--- config.mk ---
export PLATFORM = sky130hd
export DESIGN_NAME = tube_display_arbiter
export DESIGN_NICKNAME = d
export VERILOG_FILES = /design/src/rtl/tube_display_arbiter.sv
export SDC_FILE = /design/constraint.sdc
export NUM_CORES = 1
export LEC_CHECK = 0
export ABC_CLOCK_PERIOD_IN_PS = 3100
export CORE_MARGIN = 5
export CORE_UTILIZATION = 40
export CTS_CLUSTER_SIZE = 8
export DETAILED_ROUTE_END_ITERATION = 8
export PLACE_DENSITY = 0.75
export RECOVER_POWER = 50
export REMOVE_ABC_BUFFERS = 1
export SLEW_MARGIN = 25
export SYNTH_ARGS = -nofsm -noshare
export SYNTH_HDL_FRONTEND = slang
export SYNTH_SLANG_ARGS = --single-unit
--- constraint.sdc ---
create_clock -name clock -period 3.1 [get_ports clock]
set_input_delay 0.775 -clock clock [delete_from_list [all_inputs] [get_ports clock]]
set_output_delay 0.775 -clock clock [all_outputs]
set_load 0.01 [all_outputs]
--- src/rtl/tube_display_arbiter.sv ---
`default_nettype none
// ============================================================================
// Module      : tube_display_arbiter
// Description : Shares the 8-digit seven-segment tube display between the CPU
//               MMIO store path (cpu_*) and the debug monitor (dbg_*).
//               Grants are round-robin on ties. Each granted value owns the
//               display for at least HOLD_CYCLES cycles after its load.
// Ports       : clock, reset             - clock / sync active-high reset
//               cpu_req, cpu_data        - CPU request level and value
//               cpu_ack                  - 1-cycle pulse, cpu_data captured
//               dbg_req, dbg_data        - debug request level and value
//               dbg_ack                  - 1-cycle pulse, dbg_data captured
//               tube_load                - 1-cycle strobe to TubeDriver
//               tube_num                 - registered value to TubeDriver
//               owner                    - 00 none, 01 CPU, 10 debug
//               busy                     - 1 while in LOAD or HOLD
// Revision    : 1.0 - initial release
// ============================================================================
module tube_display_arbiter #(
   parameter int HOLD_CYCLES = 1000,
   parameter int DATA_W      = 32
) (
   input  logic              clock,
   input  logic              reset,
   input  logic              cpu_req,
   input  logic [DATA_W-1:0] cpu_data,
   output logic              cpu_ack,
   input  logic              dbg_req,
   input  logic [DATA_W-1:0] dbg_data,
   output logic              dbg_ack,
   output logic              tube_load,
   output logic [DATA_W-1:0] tube_num,
   output logic [1:0]        owner,
   output logic              busy
);

   localparam int         CNT_W     = (HOLD_CYCLES > 1) ? $clog2(HOLD_CYCLES) : 1;
   localparam logic [1:0] OWN_NONE  = 2'b00;
   localparam logic [1:0] OWN_CPU   = 2'b01;
   localparam logic [1:0] OWN_DBG   = 2'b10;
   localparam logic       LAST_CPU  = 1'b0;
   localparam logic       LAST_DBG  = 1'b1;

   typedef enum logic [1:0] {
      IDLE = 2'd0,
      LOAD = 2'd1,
      HOLD = 2'd2
   } state_t;

   state_t           state;
   logic [CNT_W-1:0] hold_cnt;
   logic             last;

   logic             pick_cpu;
   logic             owner_only;
   logic             grant;

   // Round-robin: on a tie the requester that was not granted last wins.
   assign pick_cpu = cpu_req & (~dbg_req | (last == LAST_DBG));

   // Only the current owner is asking: it may replace its own value mid-hold.
   assign owner_only = ((owner == OWN_CPU) & cpu_req & ~dbg_req) |
                       ((owner == OWN_DBG) & dbg_req & ~cpu_req);

   // At hold expiry arbitration runs straight into the next LOAD, so a
   // waiting requester does not lose an extra IDLE cycle.
   always_comb begin
      grant = 1'b0;
      case (state)
         IDLE:    grant = cpu_req | dbg_req;
         HOLD:    grant = (hold_cnt == '0) ? (cpu_req | dbg_req) : owner_only;
         default: grant = 1'b0;
      endcase
   end

   always_ff @(posedge clock) begin
      if (reset) begin
         state     <= IDLE;
         hold_cnt  <= '0;
         last      <= LAST_DBG;
         tube_num  <= '0;
         owner     <= OWN_NONE;
         tube_load <= 1'b0;
         cpu_ack   <= 1'b0;
         dbg_ack   <= 1'b0;
         busy      <= 1'b0;
      end else begin
         tube_load <= 1'b0;
         cpu_ack   <= 1'b0;
         dbg_ack   <= 1'b0;
         if (grant) begin
            state     <= LOAD;
            busy      <= 1'b1;
            tube_load <= 1'b1;
            if (pick_cpu) begin
               tube_num <= cpu_data;
               owner    <= OWN_CPU;
               cpu_ack  <= 1'b1;
               last     <= LAST_CPU;
            end else begin
               tube_num <= dbg_data;
               owner    <= OWN_DBG;
               dbg_ack  <= 1'b1;
               last     <= LAST_DBG;
            end
         end else begin
            case (state)
               LOAD: begin
                  // Requests are not sampled here: the edge ending the ack
                  // cycle is when the winner drops its request.
                  state    <= HOLD;
                  hold_cnt <= CNT_W'(HOLD_CYCLES - 1);
                  busy     <= 1'b1;
               end
               HOLD: begin
                  if (hold_cnt == '0) begin
                     state <= IDLE;
                     busy  <= 1'b0;
                  end else begin
                     hold_cnt <= hold_cnt - 1'b1;
                  end
               end
               default: begin
                  state <= IDLE;
                  busy  <= 1'b0;
               end
            endcase
         end
      end
   end

endmodule
`default_nettype wire

==> out/results.tsv, run 1 <==
metric	value	unit
final hold violation count	0	
crit end category	register	
DRT Pass-1 Iters	6	
Placer Congestion	0.885	
clk buf depth	2	
Initial Util	0.412	
Post-synth ARST share	0	
ANT cells	0	
worst slew pin tran	0.938	ns
Area contributors post-synth	dfxtp_1 39%, a311oi_2 16%, nand2_1 10%	
Post-DRT Antenna Nets	0	
cts hold-fix bufs	0	
Critical Path RT	3.29	ns
WL/cell	15.5	µm
area leader, netlist	dfxtp_1	
CTS H-tree lvls	2	
flop-to-flop setup slack	0.64	ns
final setup skew	0.00360	ns
postcts setup bufs	0	
worst rel slew slack	0.375	
root buffer cell	clkbuf_8	
Max-Cap Viols	0	
Die Y-Extent	90.9	µm
hold depth	2	
crit path max fanout	47	
DP Area	3690	µm²
clock slew at reported path FFs	0.08	ns
Post-CTS Resized	0	
Power Density	957	nW/µm²
Syn Area/Cell	8.80	µm²
core area	6350	µm²
Fin Hold WS	0.511	ns
Clock Sinks	51	
Die ar.	8250	µm²
Final setup viols	0	
Pins Over Slew Limit	0	
design area	3740	µm²
Synth cell types	43	
Worst Setup EP	hold_cnt[2]$_SDFFE_PP0P_	
LEAKAGE	1.39	nW
Initial DRC Count	156	
RSZ-0062 raised after global routing	false	
routed wire length	7190	µm
Primary FF master, synth	dfxtp_1	
Gate Count Post-Synth	297	
dpl hpwl	5150	µm
first-pass GRT wire length	12000	µm
Synth top area share	0.390	
cell row count	29	
DRC	0	
Peak VDD IR	0.943	mV
critical path arrival	2.95	ns
Synth top cells by count	70 x nand2_1, 51 x dfxtp_1, 42 x nor3_1, 27 x a311oi_2, 15 x clkbuf_1	
Nets	458	
total grt overflow	0	
top-count cell post-synth	nand2_1	
Setup Crit Path Kind	input port to register	
status	complete, no violations	
launch point of the worst path	dbg_req	
Synth Cell Area	2620	µm²
Reg2Reg Launch Point	hold_cnt[0]$_SDFFE_PP0P_	
Final min period	2.76	ns
CTS tree	yes	
period utilisation layout	0.889	
largest net degree at the start of global routing	48	
r2r endpoint	tube_num[26]$_SDFFE_PP0P_	
vias in the first global route	2551	
vias	2542	
Hold Path Class	register to register	
sequential fraction of the synthesis area	0.390	
via-per-instance ratio	5.47	
CTS buffer count	5	
crit start category	input port	
EDFF count, synth	0	
synth warn	0	
Reg area	1020	µm²
layout cells sized above 1	0.111	
initial antenna violation count	0	
Multi-input gate area	1410	µm²
Reg2Reg Depth	7	
Clock Latency Late Sink	0.30	ns
gr usage total	0.172	
#FFs+latches synth	51	
fin util	0.590	
highest clock rate	0.363	GHz
Die W	90.9	µm
Ports	106	
fillers	560	
Port-buffer cells	105	
Area Overhead vs Synth	43.2	%
## worst min path at each step
stage,start,endpoint,slack [ns]
5_1_grt,hold_cnt[4]$_SDFFE_PP0P_,hold_cnt[4]$_SDFFE_PP0P_,0.54
6_report,hold_cnt[4]$_SDFFE_PP0P_,hold_cnt[4]$_SDFFE_PP0P_,0.51
4_1_cts,hold_cnt[4]$_SDFFE_PP0P_,hold_cnt[4]$_SDFFE_PP0P_,0.52
3_5_place_dp,hold_cnt[1]$_SDFFE_PP0P_,hold_cnt[1]$_SDFFE_PP0P_,0.51
2_1_floorplan,hold_cnt[4]$_SDFFE_PP0P_,hold_cnt[4]$_SDFFE_PP0P_,0.47
3_3_place_gp,hold_cnt[4]$_SDFFE_PP0P_,hold_cnt[4]$_SDFFE_PP0P_,0.49
## layout by cell type, fill, tap and decap left out, types with 2 or more instances in the layout
| master | instances |
|---|---|
| o21bai_1 | 2 |
| a31oi_1 | 3 |
| or4_1 | 3 |
| inv_1 | 5 |
| o21ai_0 | 2 |
| a311oi_2 | 27 |
| nor2_1 | 11 |
| nand2b_1 | 2 |
| clkbuf_8 | 5 |
| o311a_1 | 2 |
| buf_12 | 2 |
| a211o_1 | 2 |
| dlygate4sd3_1 | 39 |
| nand3_1 | 4 |
| dfxtp_1 | 51 |
| nor4_1 | 4 |
| buf_4 | 5 |
| a211oi_1 | 3 |
| nor3_1 | 42 |
| a311oi_1 | 6 |
| clkdlybuf4s50_1 | 65 |
| a21oi_1 | 7 |
| nor4b_1 | 2 |
| o31ai_1 | 3 |
| nand2_1 | 70 |
## where the power goes
part / leakage (nW) / internal, mW / switching [mW]
clock network: 0.0371 / 0.151 / 0.196
registers: 0.423 / 0.941 / 0.194
logic: 0.934 / 0.944 / 1.16
## per-layer routing
metal  vias up  track usage  part of all wire
li1       1284            -                 -
met1      1165        0.207              0.42
met2        80        0.283              0.47
met3        13       0.0650             0.086
met4         0       0.0550             0.018
met5         -            0                 0
## registers in the layout (all words and copies together) (netlist names)
name,cells
owner,2
state,2
busy,1
dbg_ack,1
tube_load,1
last,1
tube_num,32
hold_cnt,10
cpu_ack,1
## critical path: stages
cell           delay (ns)
dlygate4sd3_1        0.60
or4bb_1              0.54
a31oi_1              0.33
buf_12               0.26
nor2_1               0.10
o311a_1              0.30
## cell families after synthesis
logic type	Yosys count	share of synthesized area
simple gates	149	0.274
compound gates	63	0.257
flops	51	0.390
buf+inv	32	0.0699
xor+xnor	1	0.00335
fa+ha+maj	1	0.00478
## metrics by stage
| stage | TNS, ns | total power, mW | std cells | setup slack (ns) |
|---|---|---|---|---|
| detailed placement | 0 | 3.36 | 459 | 0.193 |
| global route | 0 | 3.86 | 465 | 0.286 |
| CTS | 0 | 3.72 | 465 | 0.527 |
| finish | 0 | 3.58 | 465 | 0.345 |
| global placement | 0 | 3.32 | 459 | 0.262 |
| floorplan | -31.55 | 2.42 | 270 | -0.770 |
## area by class of cell
cell class | count | area share
Clock buffer | 6 | 0.0194
Inverter | 5 | 0.00501
Multi-Input combinational cell | 214 | 0.377
Sequential cell | 51 | 0.273
Tap cell | 77 | 0.0257
Timing Repair Buffer | 112 | 0.300
(Power assumes the default switching activity.)
==> run 2, diff against run 1 <==
- CORE_UTILIZATION: 40 -> 43
- HOLD_SLACK_MARGIN: not set -> 0.12
- PLACE_DENSITY: 0.75 -> 0.8
==> run 2 against run 1 <==
- clock power increased by 18%
- final area increased by 0.67%
- highest routed layer unchanged
- largest cell class unchanged
- utilization increased by 4.7 points
==> out/results.tsv, run 2 (synthesis results as in run 1) <==
metric	value	unit
Peak VDD IR	0.823	mV
period utilisation layout	0.885	
Final setup viols	0	
Worst path slowest cell	dlygate4sd3_1	
Pins Over Slew Limit	0	
design area	3770	µm²
DRC	0	
Sw Pwr	1.57	mW
hold depth	2	
Reg2Reg Launch Point	hold_cnt[0]$_SDFFE_PP0P_	
Hold Path End	owner[0]$_SDFFE_PP0P_	
setup ws final	0.355	ns
most frequent cells in the layout	70 x nand2_1, 65 x clkdlybuf4s50_1, 51 x dfxtp_1, 42 x nor3_1, 39 x dlygate4sd3_1	
Ports	106	
critical path arrival	2.93	ns
vias in the first global route	2575	
postcts setup bufs	0	
CTS buffer count	5	
Die ar.	7740	µm²
fillers	511	
total power draw	3.66	mW
Power Density	972	nW/µm²
Die W	88.0	µm
Multi-input gate area	1410	µm²
Placer Congestion	0.833	
routed wire length	7400	µm
worst rel slew slack	0.544	
status	complete, no violations	
clk buf depth	2	
commonest non-fill, non-tap cell in the layout	nand2_1	
Max-Cap Viols	0	
flop-to-flop setup slack	0.61	ns
initial antenna violation count	0	
worst hold start	owner[0]$_SDFFE_PP0P_	
launch point of the worst path	dbg_req	
number of flip-flops in the largest register	32	
vias	2585	
Top Registers	tube_num x32, hold_cnt x10	
Clk network pwr share	0.112	
Gate power share	0.578	
final setup skew	0.00809	ns
Clock Sinks	51	
Clock Latency Late Sink	0.29	ns
Final min period	2.74	ns
layout cells sized above 1	0.115	
CP max stage delay	0.60	ns
ANT cells	0	
Post-DRT Antenna Nets	0	
cts hold-fix bufs	0	
Post-CTS Resized	0	
final hold violation count	0	
CTS tree	yes	
crit start category	input port	
gr usage total	0.195	
highest clock rate	0.364	GHz
via-per-instance ratio	5.56	
largest net degree at the start of global routing	48	
Setup Crit Path Kind	input port to register	
CTS H-tree lvls	2	
crit end category	register	
cell row count	28	
Area Overhead vs Synth	44.1	%
Critical Path RT	3.28	ns
Initial Util	0.442	
dpl hpwl	5300	µm
crit path max fanout	47	
Top reg by flops	tube_num	
Hold Path Class	register to register	
DRT Pass-1 Iters	4	
critical path, cell by cell	dlygate4sd3_1 -> or4bb_1 -> a31oi_1 -> buf_12 -> nor2_1 -> o311a_1	
Internal Power	2.09	mW
Nets	458	
first-pass GRT wire length	12100	µm
WL/cell	15.9	µm
Initial DRC Count	168	
total grt overflow	0	
Sw Ratio	0.429	
Reg2Reg Depth	6	
Reg area	1020	µm²
Sequential Power Share	0.310	
clock slew at reported path FFs	0.09	ns
core area	5920	µm²
Die Y-Extent	88.0	µm
DP Area	3680	µm²
pre-CTS setup slack	0.220	ns
LEAKAGE	1.41	nW
worst slew pin tran	0.674	ns
Port-buffer cells	105	
root buffer cell	clkbuf_8	
r2r endpoint	hold_cnt[2]$_SDFFE_PP0P_	
RSZ-0062 raised after global routing	false	
==> run 2: cell count changes in the layout (fill, tap and decap cells not counted), sizes merged <==
cell | previous run | this run
clkbuf | 6 | 8
==> run 2: final cells by class <==
type,count,area share
Multi-Input combinational cell,214,0.375
Timing Repair Buffer,112,0.298
Sequential cell,51,0.271
Clock buffer,8,0.0266
Tap cell,75,0.0249
Inverter,5,0.00498
==> run 2: critical path: cells and delay by family <==
kind	cells	cell delay, ns
buf+inv	2	0.87
simple gates	2	0.64
compound gates	2	0.62
==> run 2: power groups by stage <==
stage | Clock (mW) | Sequential, mW | Combinational [mW]
global placement | 0 | 1.15 | 2.16
global route | 0.451 | 1.18 | 2.31
detailed placement | 0 | 1.16 | 2.21
floorplan | 0 | 1.23 | 1.19
finish | 0.410 | 1.14 | 2.12
CTS | 0.420 | 1.15 | 2.22
==> run 2: metal layers <==
layer  track usage  vias to the layer above  part of all wire
met5             0                        -                 0
met4        0.0349                        0             0.010
met3        0.0659                        6             0.079
met2         0.350                       74              0.50
met1         0.228                     1214              0.41
li1              -                     1291                 -
==> run 2: metrics by stage <==
step                utilization  setup TNS [ns]  hold slack (ns)  instances
detailed placement        0.622               0            0.493        457
finish                    0.637               0            0.494        465
floorplan                     -          -31.55            0.466        270
global placement          0.622               0            0.489        457
CTS                       0.639               0            0.503        465
global route              0.637               0            0.546        465
==> run 2: worst max path at each step <==
| stage | slack [ns] | endpoint | cells after the start |
|---|---|---|---|
| after floorplan | -0.77 | hold_cnt[2]$_SDFFE_PP0P_ | 4 |
| after global placement | 0.26 | hold_cnt[2]$_SDFFE_PP0P_ | 6 |
| after detailed placement | 0.22 | hold_cnt[2]$_SDFFE_PP0P_ | 6 |
| after CTS | 0.54 | hold_cnt[2]$_SDFFE_PP0P_ | 6 |
| after global routing | 0.27 | hold_cnt[2]$_SDFFE_PP0P_ | 6 |
| final | 0.36 | hold_cnt[2]$_SDFFE_PP0P_ | 6 |
==> run 3, diff against run 2 <==
- PLACE_DENSITY: 0.8 -> 0.91
==> run 3 against run 2 <==
- total power is 0.29% higher
- register-to-register slack worse by 0.28 ns
- die area stayed put
- non-clock buffer count is 4 higher
- critical path type is now register to register
- largest power group unchanged
==> out/results.tsv, run 3 (synthesis results as in run 1) <==
metric	value	unit
RSZ-0062 raised after global routing	false	
clk buf depth	2	
Finished Layout Cells	467	
critical path arrival	2.97	ns
Power Density	970	nW/µm²
final hold violation count	0	
Top reg by flops	tube_num	
Die W	88.0	µm
dpl hpwl	5530	µm
Clock Latency Late Sink	0.31	ns
Placer Congestion	0.828	
WL/cell	16.1	µm
Pins Over Slew Limit	0	
number of flip-flops in the largest register	32	
Initial DRC Count	203	
fin util	0.639	
CP max stage delay	0.87	ns
cts hold-fix bufs	0	
Post-CTS Resized	0	
Clock Sinks	51	
status	complete, no violations	
CTS tree	yes	
Initial Util	0.442	
fillers	498	
most frequent cells in the layout	70 x nand2_1, 65 x clkdlybuf4s50_1, 51 x dfxtp_1, 42 x nor3_1, 39 x dlygate4sd3_1	
Area Overhead vs Synth	44.8	%
Fin Hold WS	0.508	ns
Setup Crit Path Kind	register to register	
final setup skew	0.00862	ns
Worst path top cell family by delay	compound AO/OA/AOI/OAI gates	
layout cells sized above 1	0.122	
crit path max fanout	7	
critical path, cell by cell	inv_1 -> ha_1 -> or4b_1 -> o311ai_0 -> nor2_1 -> o311a_1	
Final setup viols	0	
Hold Path Class	register to register	
Critical Path RT	3.30	ns
period utilisation layout	0.895	
Die Y-Extent	88.0	µm
Port-buffer cells	105	
core area	5920	µm²
LEAKAGE	1.41	nW
highest clock rate	0.361	GHz
clock slew at reported path FFs	0.09	ns
worst rel slew slack	0.374	
Peak VDD IR	0.405	mV
crit end category	register	
root buffer cell	clkbuf_8	
commonest non-fill, non-tap cell in the layout	nand2_1	
postcts setup bufs	0	
Max-Cap Viols	0	
first-pass GRT wire length	12300	µm
vias	2702	
worst slew pin tran	0.927	ns
initial antenna violation count	0	
largest net degree at the start of global routing	35	
gr usage total	0.198	
Top Registers	tube_num x32, hold_cnt x10	
Placed Cells	461	
Nets	462	
Ports	106	
Die ar.	7740	µm²
Worst path slowest cell	o311ai_0	
cell row count	28	
DRT Pass-1 Iters	4	
CTS H-tree lvls	2	
ANT cells	0	
vias in the first global route	2695	
crit start category	register	
DRC	0	
routed wire length	7520	µm
Final min period	2.77	ns
total power draw	3.67	mW
Post-DRT Antenna Nets	0	
CTS buffer count	5	
Worst Path Buf+Inv	1	
via-per-instance ratio	5.79	
total grt overflow	0	
-- run 3: changes by cell type in the layout (fill, tap and decap cells not counted) --
cell / delta
a31oi_4: +1
a31oi_1: -1
o311ai_0: +1
o311ai_1: -1
buf_4: +4
clkbuf_8: -2
-- run 3: final timing paths --
check	from	end	slack, ns	depth (start not counted)
min	owner[0]$_SDFFE_PP0P_	owner[0]$_SDFFE_PP0P_	0.51	2
min reg2reg	owner[0]$_SDFFE_PP0P_	owner[0]$_SDFFE_PP0P_	0.51	2
max	hold_cnt[0]$_SDFFE_PP0P_	hold_cnt[2]$_SDFFE_PP0P_	0.33	6
max reg2reg	hold_cnt[0]$_SDFFE_PP0P_	hold_cnt[2]$_SDFFE_PP0P_	0.33	6
-- run 3: routing by layer --
metal,vias up,share of wire,track usage
li1,1285,-,-
met1,1287,0.39,0.227
met2,115,0.50,0.339
met3,15,0.10,0.0743
met4,0,0.013,0.0614
met5,-,0,0
-- run 3: area by class of cell --
class / count / area [µm²] / share of cell area
Multi-Input combinational cell: 214 / 1430 / 0.377
Timing Repair Buffer: 116 / 1150 / 0.305
Sequential cell: 51 / 1020 / 0.270
Tap cell: 75 / 93.8 / 0.0248
Clock buffer: 6 / 72.6 / 0.0192
Inverter: 5 / 18.8 / 0.00496
-- run 3: report_power, final --
| group | internal, mW | leakage, nW | switching [mW] |
|---|---|---|---|
| clock network | 0.151 | 0.0371 | 0.205 |
| logic | 0.986 | 0.954 | 1.19 |
| registers | 0.941 | 0.423 | 0.203 |
-- run 3: stage by stage --
stage / instance area (µm²) / setup WS (ns) / setup TNS, ns
2_1_floorplan: 2450 / -0.770 / -31.55
3_3_place_gp: 3710 / 0.326 / 0
3_5_place_dp: 3710 / 0.224 / 0
4_1_cts: 3790 / 0.529 / 0
5_1_grt: 3790 / 0.267 / 0
6_report: 3790 / 0.327 / 0
-- run 3: worst reg2reg max path, cell delays in order (launching register included) --
cell      delay [ns]
dfxtp_1         0.33
inv_1           0.10
ha_1            0.26
or4b_1          0.63
o311ai_0        0.87
nor2_1          0.15
o311a_1         0.33
